## src/rtl/dmem_pkg.sv

```systemverilog
// rtl/dmem_pkg.sv - shared data-memory types for the arbiter, LSU and loader
package dmem_pkg;

    localparam int WORD_W = 32;

    typedef enum logic {
        PORT_CORE   = 1'b0,
        PORT_LOADER = 1'b1
    } port_id_t;

endpackage

```

## src/rtl/dmem_arbiter_if.sv

```systemverilog
// rtl/dmem_arbiter_if.sv - requester and memory-side signals of the dmem arbiter
interface dmem_arbiter_if #(
    parameter int ADDR_W = 32
);

    logic                        req0;
    logic                        req1;
    logic                        we0;
    logic                        we1;
    logic [ADDR_W-1:0]           addr0;
    logic [ADDR_W-1:0]           addr1;
    logic [dmem_pkg::WORD_W-1:0] wd0;
    logic [dmem_pkg::WORD_W-1:0] wd1;
    logic                        gnt0;
    logic                        gnt1;
    logic                        rvalid0;
    logic                        rvalid1;
    logic [dmem_pkg::WORD_W-1:0] rdata;
    logic                        misalign;
    logic                        mem_we;
    logic [ADDR_W-1:0]           mem_addr;
    logic [dmem_pkg::WORD_W-1:0] mem_wd;
    logic [dmem_pkg::WORD_W-1:0] mem_rd;

    modport slave (
        input  req0, req1, we0, we1, addr0, addr1, wd0, wd1,
        output gnt0, gnt1, rvalid0, rvalid1, rdata, misalign,
        output mem_we, mem_addr, mem_wd,
        input  mem_rd
    );

    modport master (
        output req0, req1, we0, we1, addr0, addr1, wd0, wd1,
        input  gnt0, gnt1, rvalid0, rvalid1, rdata, misalign,
        input  mem_we, mem_addr, mem_wd,
        output mem_rd
    );

endinterface

```

## src/rtl/dmem_arb_core.sv

```systemverilog
// rtl/dmem_arb_core.sv - grant decision; DMEM_ARB_RR_EN selects round-robin, else fixed priority with starvation guard
module dmem_arb_core
    import dmem_pkg::*;
#(
    parameter int MAX_WAIT = 8
) (
    input  logic clk,
    input  logic rst,
    input  logic req0,
    input  logic req1,
    output logic gnt0,
    output logic gnt1
);

`ifdef DMEM_ARB_RR_EN

    port_id_t last_q;

    // Reset to the loader so the core wins the first tie.
    always_ff @(posedge clk or posedge rst) begin
        if (rst) begin
            last_q <= PORT_LOADER;
        end else if (gnt0) begin
            last_q <= PORT_CORE;
        end else if (gnt1) begin
            last_q <= PORT_LOADER;
        end
    end

    always_comb begin
        gnt0 = req0 && (!req1 || (last_q == PORT_LOADER));
        gnt1 = req1 && !gnt0;
    end

`else

    localparam int CNT_W = (MAX_WAIT < 1) ? 1 : $clog2(MAX_WAIT + 1);

    logic [CNT_W-1:0] wait_q;
    logic             starved;

    assign starved = (wait_q == CNT_W'(MAX_WAIT));

    always_comb begin
        gnt1 = req1 && (!req0 || starved);
        gnt0 = req0 && !gnt1;
    end

    always_ff @(posedge clk or posedge rst) begin
        if (rst) begin
            wait_q <= '0;
        end else if (!req1 || gnt1) begin
            wait_q <= '0;
        end else if (!starved) begin
            wait_q <= wait_q + 1'b1;
        end
    end

`endif

endmodule

```

## src/rtl/dmem_arbiter.sv

```systemverilog
// rtl/dmem_arbiter.sv - two-port data-memory arbiter: grant, memory mux, read-tag pipeline, misalign flag
module dmem_arbiter
    import dmem_pkg::*;
#(
    parameter int ADDR_W   = 32,
    parameter int MAX_WAIT = 8
) (
    input  logic            clk,
    input  logic            rst,
    dmem_arbiter_if.slave   bus
);

    logic                gnt0;
    logic                gnt1;
    logic                granted;
    logic                mem_we;
    logic [ADDR_W-1:0]   mem_addr;
    logic [WORD_W-1:0]   mem_wd;
    logic                rd_pend;
    port_id_t            rd_owner;
    logic [WORD_W-1:0]   rdata_q;
    logic                misalign_q;

    dmem_arb_core #(
        .MAX_WAIT (MAX_WAIT)
    ) u_core (
        .clk  (clk),
        .rst  (rst),
        .req0 (bus.req0),
        .req1 (bus.req1),
        .gnt0 (gnt0),
        .gnt1 (gnt1)
    );

    assign granted = gnt0 | gnt1;

    // Idle cycles park the memory port on the core's inputs with writes off.
    always_comb begin
        mem_we   = 1'b0;
        mem_addr = bus.addr0;
        mem_wd   = bus.wd0;
        if (gnt1) begin
            mem_we   = bus.we1;
            mem_addr = bus.addr1;
            mem_wd   = bus.wd1;
        end else if (gnt0) begin
            mem_we   = bus.we0;
        end
    end

    always_ff @(posedge clk or posedge rst) begin
        if (rst) begin
            rd_pend    <= 1'b0;
            rd_owner   <= PORT_CORE;
            rdata_q    <= '0;
            misalign_q <= 1'b0;
        end else begin
            rd_pend <= granted && !mem_we;
            if (granted && !mem_we) begin
                rd_owner <= gnt1 ? PORT_LOADER : PORT_CORE;
            end
            if (rd_pend) begin
                rdata_q <= bus.mem_rd;
            end
            if (granted && (mem_addr[1:0] != 2'b00)) begin
                misalign_q <= 1'b1;
            end
        end
    end

    // mem_rd is valid in the cycle after the grant, which is when rvalid is up.
    assign bus.rdata    = rd_pend ? bus.mem_rd : rdata_q;
    assign bus.rvalid0  = rd_pend && (rd_owner == PORT_CORE);
    assign bus.rvalid1  = rd_pend && (rd_owner == PORT_LOADER);
    assign bus.gnt0     = gnt0;
    assign bus.gnt1     = gnt1;
    assign bus.misalign = misalign_q;
    assign bus.mem_we   = mem_we;
    assign bus.mem_addr = mem_addr;
    assign bus.mem_wd   = mem_wd;

endmodule

```

## src/flat_wrapper.sv

```systemverilog
// flat-port wrapper written by rule: the top's interface ports become plain ports
module dmem_arbiter_flat import dmem_pkg::*;
#(
    parameter int ADDR_W   = 32,
    parameter int MAX_WAIT = 8
)
  (clk, rst, bus_req0, bus_req1, bus_we0, bus_we1, bus_addr0, bus_addr1, bus_wd0, bus_wd1, bus_gnt0, bus_gnt1, bus_rvalid0, bus_rvalid1, bus_rdata, bus_misalign, bus_mem_we, bus_mem_addr, bus_mem_wd, bus_mem_rd);
  dmem_arbiter_if #(.ADDR_W(ADDR_W)) bus_i ();
  input  logic clk;
  input  logic rst;
  input wire logic [$bits(bus_i.req0)-1:0] bus_req0;
  input wire logic [$bits(bus_i.req1)-1:0] bus_req1;
  input wire logic [$bits(bus_i.we0)-1:0] bus_we0;
  input wire logic [$bits(bus_i.we1)-1:0] bus_we1;
  input wire logic [$bits(bus_i.addr0)-1:0] bus_addr0;
  input wire logic [$bits(bus_i.addr1)-1:0] bus_addr1;
  input wire logic [$bits(bus_i.wd0)-1:0] bus_wd0;
  input wire logic [$bits(bus_i.wd1)-1:0] bus_wd1;
  output wire logic [$bits(bus_i.gnt0)-1:0] bus_gnt0;
  output wire logic [$bits(bus_i.gnt1)-1:0] bus_gnt1;
  output wire logic [$bits(bus_i.rvalid0)-1:0] bus_rvalid0;
  output wire logic [$bits(bus_i.rvalid1)-1:0] bus_rvalid1;
  output wire logic [$bits(bus_i.rdata)-1:0] bus_rdata;
  output wire logic [$bits(bus_i.misalign)-1:0] bus_misalign;
  output wire logic [$bits(bus_i.mem_we)-1:0] bus_mem_we;
  output wire logic [$bits(bus_i.mem_addr)-1:0] bus_mem_addr;
  output wire logic [$bits(bus_i.mem_wd)-1:0] bus_mem_wd;
  input wire logic [$bits(bus_i.mem_rd)-1:0] bus_mem_rd;
  assign bus_i.req0 = bus_req0;
  assign bus_i.req1 = bus_req1;
  assign bus_i.we0 = bus_we0;
  assign bus_i.we1 = bus_we1;
  assign bus_i.addr0 = bus_addr0;
  assign bus_i.addr1 = bus_addr1;
  assign bus_i.wd0 = bus_wd0;
  assign bus_i.wd1 = bus_wd1;
  assign bus_gnt0 = bus_i.gnt0;
  assign bus_gnt1 = bus_i.gnt1;
  assign bus_rvalid0 = bus_i.rvalid0;
  assign bus_rvalid1 = bus_i.rvalid1;
  assign bus_rdata = bus_i.rdata;
  assign bus_misalign = bus_i.misalign;
  assign bus_mem_we = bus_i.mem_we;
  assign bus_mem_addr = bus_i.mem_addr;
  assign bus_mem_wd = bus_i.mem_wd;
  assign bus_i.mem_rd = bus_mem_rd;
  dmem_arbiter #(.ADDR_W(ADDR_W), .MAX_WAIT(MAX_WAIT)) u_core (.clk(clk), .rst(rst), .bus(bus_i));
endmodule
```

## config.mk

```make
export PLATFORM = sky130hd
export DESIGN_NAME = dmem_arbiter_flat
export DESIGN_NICKNAME = d
export VERILOG_FILES = /design/src/rtl/dmem_pkg.sv /design/src/rtl/dmem_arbiter_if.sv /design/src/rtl/dmem_arb_core.sv /design/src/rtl/dmem_arbiter.sv /design/src/flat_wrapper.sv
export SDC_FILE = /design/constraint.sdc
export NUM_CORES = 1
export LEC_CHECK = 0
export CORE_AREA = 2 2 104 106
export DETAILED_ROUTE_END_ITERATION = 8
export DIE_AREA = 0 0 106 108
export HOLD_SLACK_MARGIN = 0.05
export PLACE_DENSITY = 0.66
export SLEW_MARGIN = 20
export SYNTH_ARGS = -nofsm -noshare
export SYNTH_HDL_FRONTEND = slang
export SYNTH_SLANG_ARGS = --single-unit
export TNS_END_PERCENT = 20
```

## constraint.sdc

```tcl
create_clock -name clk -period 2.54 [get_ports clk]
set_input_delay 0.381 -clock clk [delete_from_list [all_inputs] [get_ports clk]]
set_output_delay 0.381 -clock clk [all_outputs]
set_load 0.005 [all_outputs]
```

==> summary.md <==
| Metric | Value |
|---|---|
| Status | `finished clean` |
| Routed vias/inst | `4.24` |
| CTS max path bufs | `2` |
| Layout Utilization | `52.3%` |
| Worst setup EP type | `output pin` |
| Area Overhead vs Synth | `127%` |
| DRC viols | `0` |
| Worst EP required | `2.16 ns` |
| First-pass iteration count of the detailed router | `4` |
| Worst skew pair latency | `0.28 ns` |
| Sink Count | `39` |
| Worst R2R Path Depth | `6` |
| Site row count | `37` |
| Post-Synthesis Cell Area | `2360 um^2` |
| Area leader, netlist | `mux2_2` |
| Die Area | `11400 um^2` |
| CTS H-tree depth | `2` |
| Worst Min Path Start | `u_core.bus.misalign$_DFFE_PP0P_` |
| Power per cell area | `370 nW/um^2` |
| Worst min path class | `register to register` |
| Mapped Nets | `346` |
| Final setup fails | `0` |
| First DRT Iteration DRCs | `65` |
| First-pass GRT wire length | `14600 um` |
| Footprint of the multi-input gates | `1300 um^2` |
| Slew Viols, Final | `0` |
| WHS Path Cells | `1` |
| ANT cells | `0` |
| Die X | `106 um` |
| Crit path time final | `2.51 ns` |
| Max cap viols | `0` |
| Grt total ovfl | `0` |
| F_max | `398 MHz` |
| Static leakage | `2.23 nW` |
| Sequential area share after synthesis | `41.3%` |
| Number of buffers added on ports | `267` |
| Fill cells | `935` |
| RR Startpoint | `u_core.u_core.wait_q[0]$_DFFE_PP0P_` |
| CTS tree | `yes` |
| CTS Root Buffer Type | `clkbuf_8` |
| Share of cells above drive strength 1 | `33.0%` |
| Post-Place Setup Slack | `-0.106 ns` |
| CP Max Fanout | `14` |
| DR WL met2 | `5170 um` |
| Setup CP Type | `register to output pin` |
| Post-Route WL | `9940 um` |
| Boundary Pins | `268` |
| Final period utilization | `98.9%` |
| Initial antenna violation count | `0` |
| CTS clk-pin slew, worst paths | `0.07 ns` |
| Startpoint Class | `register` |
| Min-Delay Endpoint | `u_core.bus.misalign$_DFFE_PP0P_` |
| Slew headroom | `67.1%` |
| Final ANT Viol Nets | `0` |
| M1 WL | `3740 um` |
| Yosys top cell area share | `43.4%` |
| Wirelength per Cell | `16.7 um` |
| Setup ws final | `0.0273 ns` |
| Largest net degree at the start of global routing | `40` |
| Post-synthesis cell type count | `23` |
| Die Span Y | `108 um` |
| Seq. cell area | `976 um^2` |
| Via count | `2528` |
| RSZ-0062 raised after global routing | `true` |
| Total track usage | `16.5%` |
| Setup Skew | `0.00501 ns` |
| Post-Synthesis Cells | `178` |
| Reg-to-reg slack, setup | `0.94 ns` |
| Core footprint | `10200 um^2` |
| Synth area leaders | `mux2_2 43%, dfrtp_1 41%, mux2_1 2.4%` |
| Top layer in use | `met4` |
| Number of global-route vias before repair | `2826` |
| Slew @ Worst Pin | `0.494 ns` |
| Clock buffer count from CTS | `5` |
| Hold Vio Cnt, Final | `0` |
| Final HPWL DP | `8060 um` |
| Peak VDD IR | `186 uV` |
| Avg Inst Size Synth | `13.3 um^2` |
| Synth warn | `0` |
| Number of synthesized register bits | `39` |
| Critical Path AT | `2.13 ns` |
| Hold_ws | `0.494 ns` |
| Met3 WL | `956 um` |
| R2r endpoint | `u_core.bus.misalign$_DFFE_PP0P_` |
| Starting Density | `23.1%` |
| GP Congestion | `0.869` |
| Layout Nets | `628` |
==> critical path: stages, from the launching register on <==
cell and delay (ns):
dfrtp_1 0.38, inv_1 0.07, ha_2 0.20, nand3b_4 0.10
a21oi_4 0.18, buf_12 0.17, buf_16 0.15, mux2_2 0.34
dlygate4sd2_1 0.26
==> report_power, final <==
part	switching [W]	internal [W]	total (W)
Combinational	0.000256	0.000602	0.000858
Sequential	0.0000175	0.000694	0.000711
Clock	0.000201	0.000213	0.000414
Total	0.000474	0.00151	0.00198
==> state kept, by name, indices dropped and copies added (netlist names) <==
| signal | flops |
|---|---|
| u_core.bus.misalign | 1 |
| u_core.rd_owner | 1 |
| u_core.rd_pend | 1 |
| u_core.rdata_q | 32 |
| u_core.u_core.wait_q | 4 |
==> synthesized netlist by cell type <==
| cell | n |
|---|---|
| nor2_1 | 6 |
| buf_6 | 2 |
| nand3b_4 | 1 |
| clkbuf_1 | 1 |
| o32a_1 | 1 |
| ha_1 | 2 |
| inv_1 | 5 |
| and2_1 | 2 |
| a211oi_1 | 3 |
| mux2_1 | 5 |
| dfrtp_1 | 39 |
| mux2_2 | 91 |
| buf_2 | 4 |
| xnor2_1 | 1 |
| buf_4 | 5 |
| o211a_1 | 1 |
| nor2b_1 | 2 |
| o221a_2 | 1 |
| or3_1 | 1 |
| a21oi_4 | 1 |
| a21o_1 | 1 |
| nand3_1 | 2 |
| xor2_1 | 1 |
==> cell type report <==
type | instances | area share [%]
Tap cell | 136 | 3.18
Multi-Input combinational cell | 122 | 24.3
Timing Repair Buffer | 287 | 52.3
Sequential cell | 39 | 18.2
Clock inverter | 1 | 0.0935
Clock buffer | 6 | 1.54
Inverter | 5 | 0.351
==> stage by stage <==
stage / power (W) / instances / instance area (um^2) / setup TNS [ns]
4_1_cts: 0.00200 / 591 / 5350 / -0.0137
5_1_grt: 0.00210 / 596 / 5350 / -0.165
3_3_place_gp: 0.00160 / 578 / 5230 / -4.86
6_report: 0.00198 / 596 / 5350 / 0
3_5_place_dp: 0.00161 / 578 / 5230 / -3.62
2_1_floorplan: 0.000995 / 178 / 2360 / 0
==> metal layers <==
metal	up-vias	track usage, %
met2	136	30.6
met4	0	3.01
met1	1181	17.9
met3	6	6.33
li1	1205	-
met5	-	0
==> how the worst max path moves through the flow <==
stage	slack, ns	cells after the start	end	startpoint
CTS	-0.01	8	bus_mem_we	u_core.u_core.wait_q[0]$_DFFE_PP0P_
floorplan	0.58	7	bus_mem_wd[26]	u_core.u_core.wait_q[0]$_DFFE_PP0P_
detailed placement	-0.11	6	bus_mem_wd[18]	bus_req1
global route	-0.06	8	bus_mem_addr[2]	u_core.u_core.wait_q[0]$_DFFE_PP0P_
global placement	-0.12	6	bus_mem_wd[18]	bus_req1
finish	0.03	8	bus_mem_wd[22]	u_core.u_core.wait_q[0]$_DFFE_PP0P_
==> cells in the final DEF (no fill, tap or decap), types with 3 or more instances in the layout <==
cell type	Yosys	layout
mux2_2	91	88
a211oi_1	3	3
nor2_1	6	6
mux2_1	5	4
mux2_4	0	4
clkdlybuf4s50_1	0	202
inv_1	5	5
dlygate4sd2_1	0	14
dfrtp_1	39	39
buf_16	0	3
clkbuf_2	0	29
buf_4	5	11
clkdlybuf4s15_1	0	21
clkbuf_8	0	6
buf_12	0	3
==> cell families after synthesis <==
family	share of synthesized area [%]
AND/OR/NAND/NOR	3.55
adder cells (fa/ha/maj)	1.06
flip-flops	41.3
multiplexers	45.7
XOR/XNOR	0.741
buffers and inverters	4.34
AO/OA/AOI/OAI	3.28
==> timing repair <==
item                                    in CTS  in global routing
endpoints found under the setup margin      65                 55
pin swaps                                    1                  0
cloned                                       2                  2
hold buffers                                 0                  0
hold endpoints to repair                     0                  0
setup buffers                                4                  3
gates resized for setup                     71                 82
Note: power is estimated with default switching activity, not from simulation.
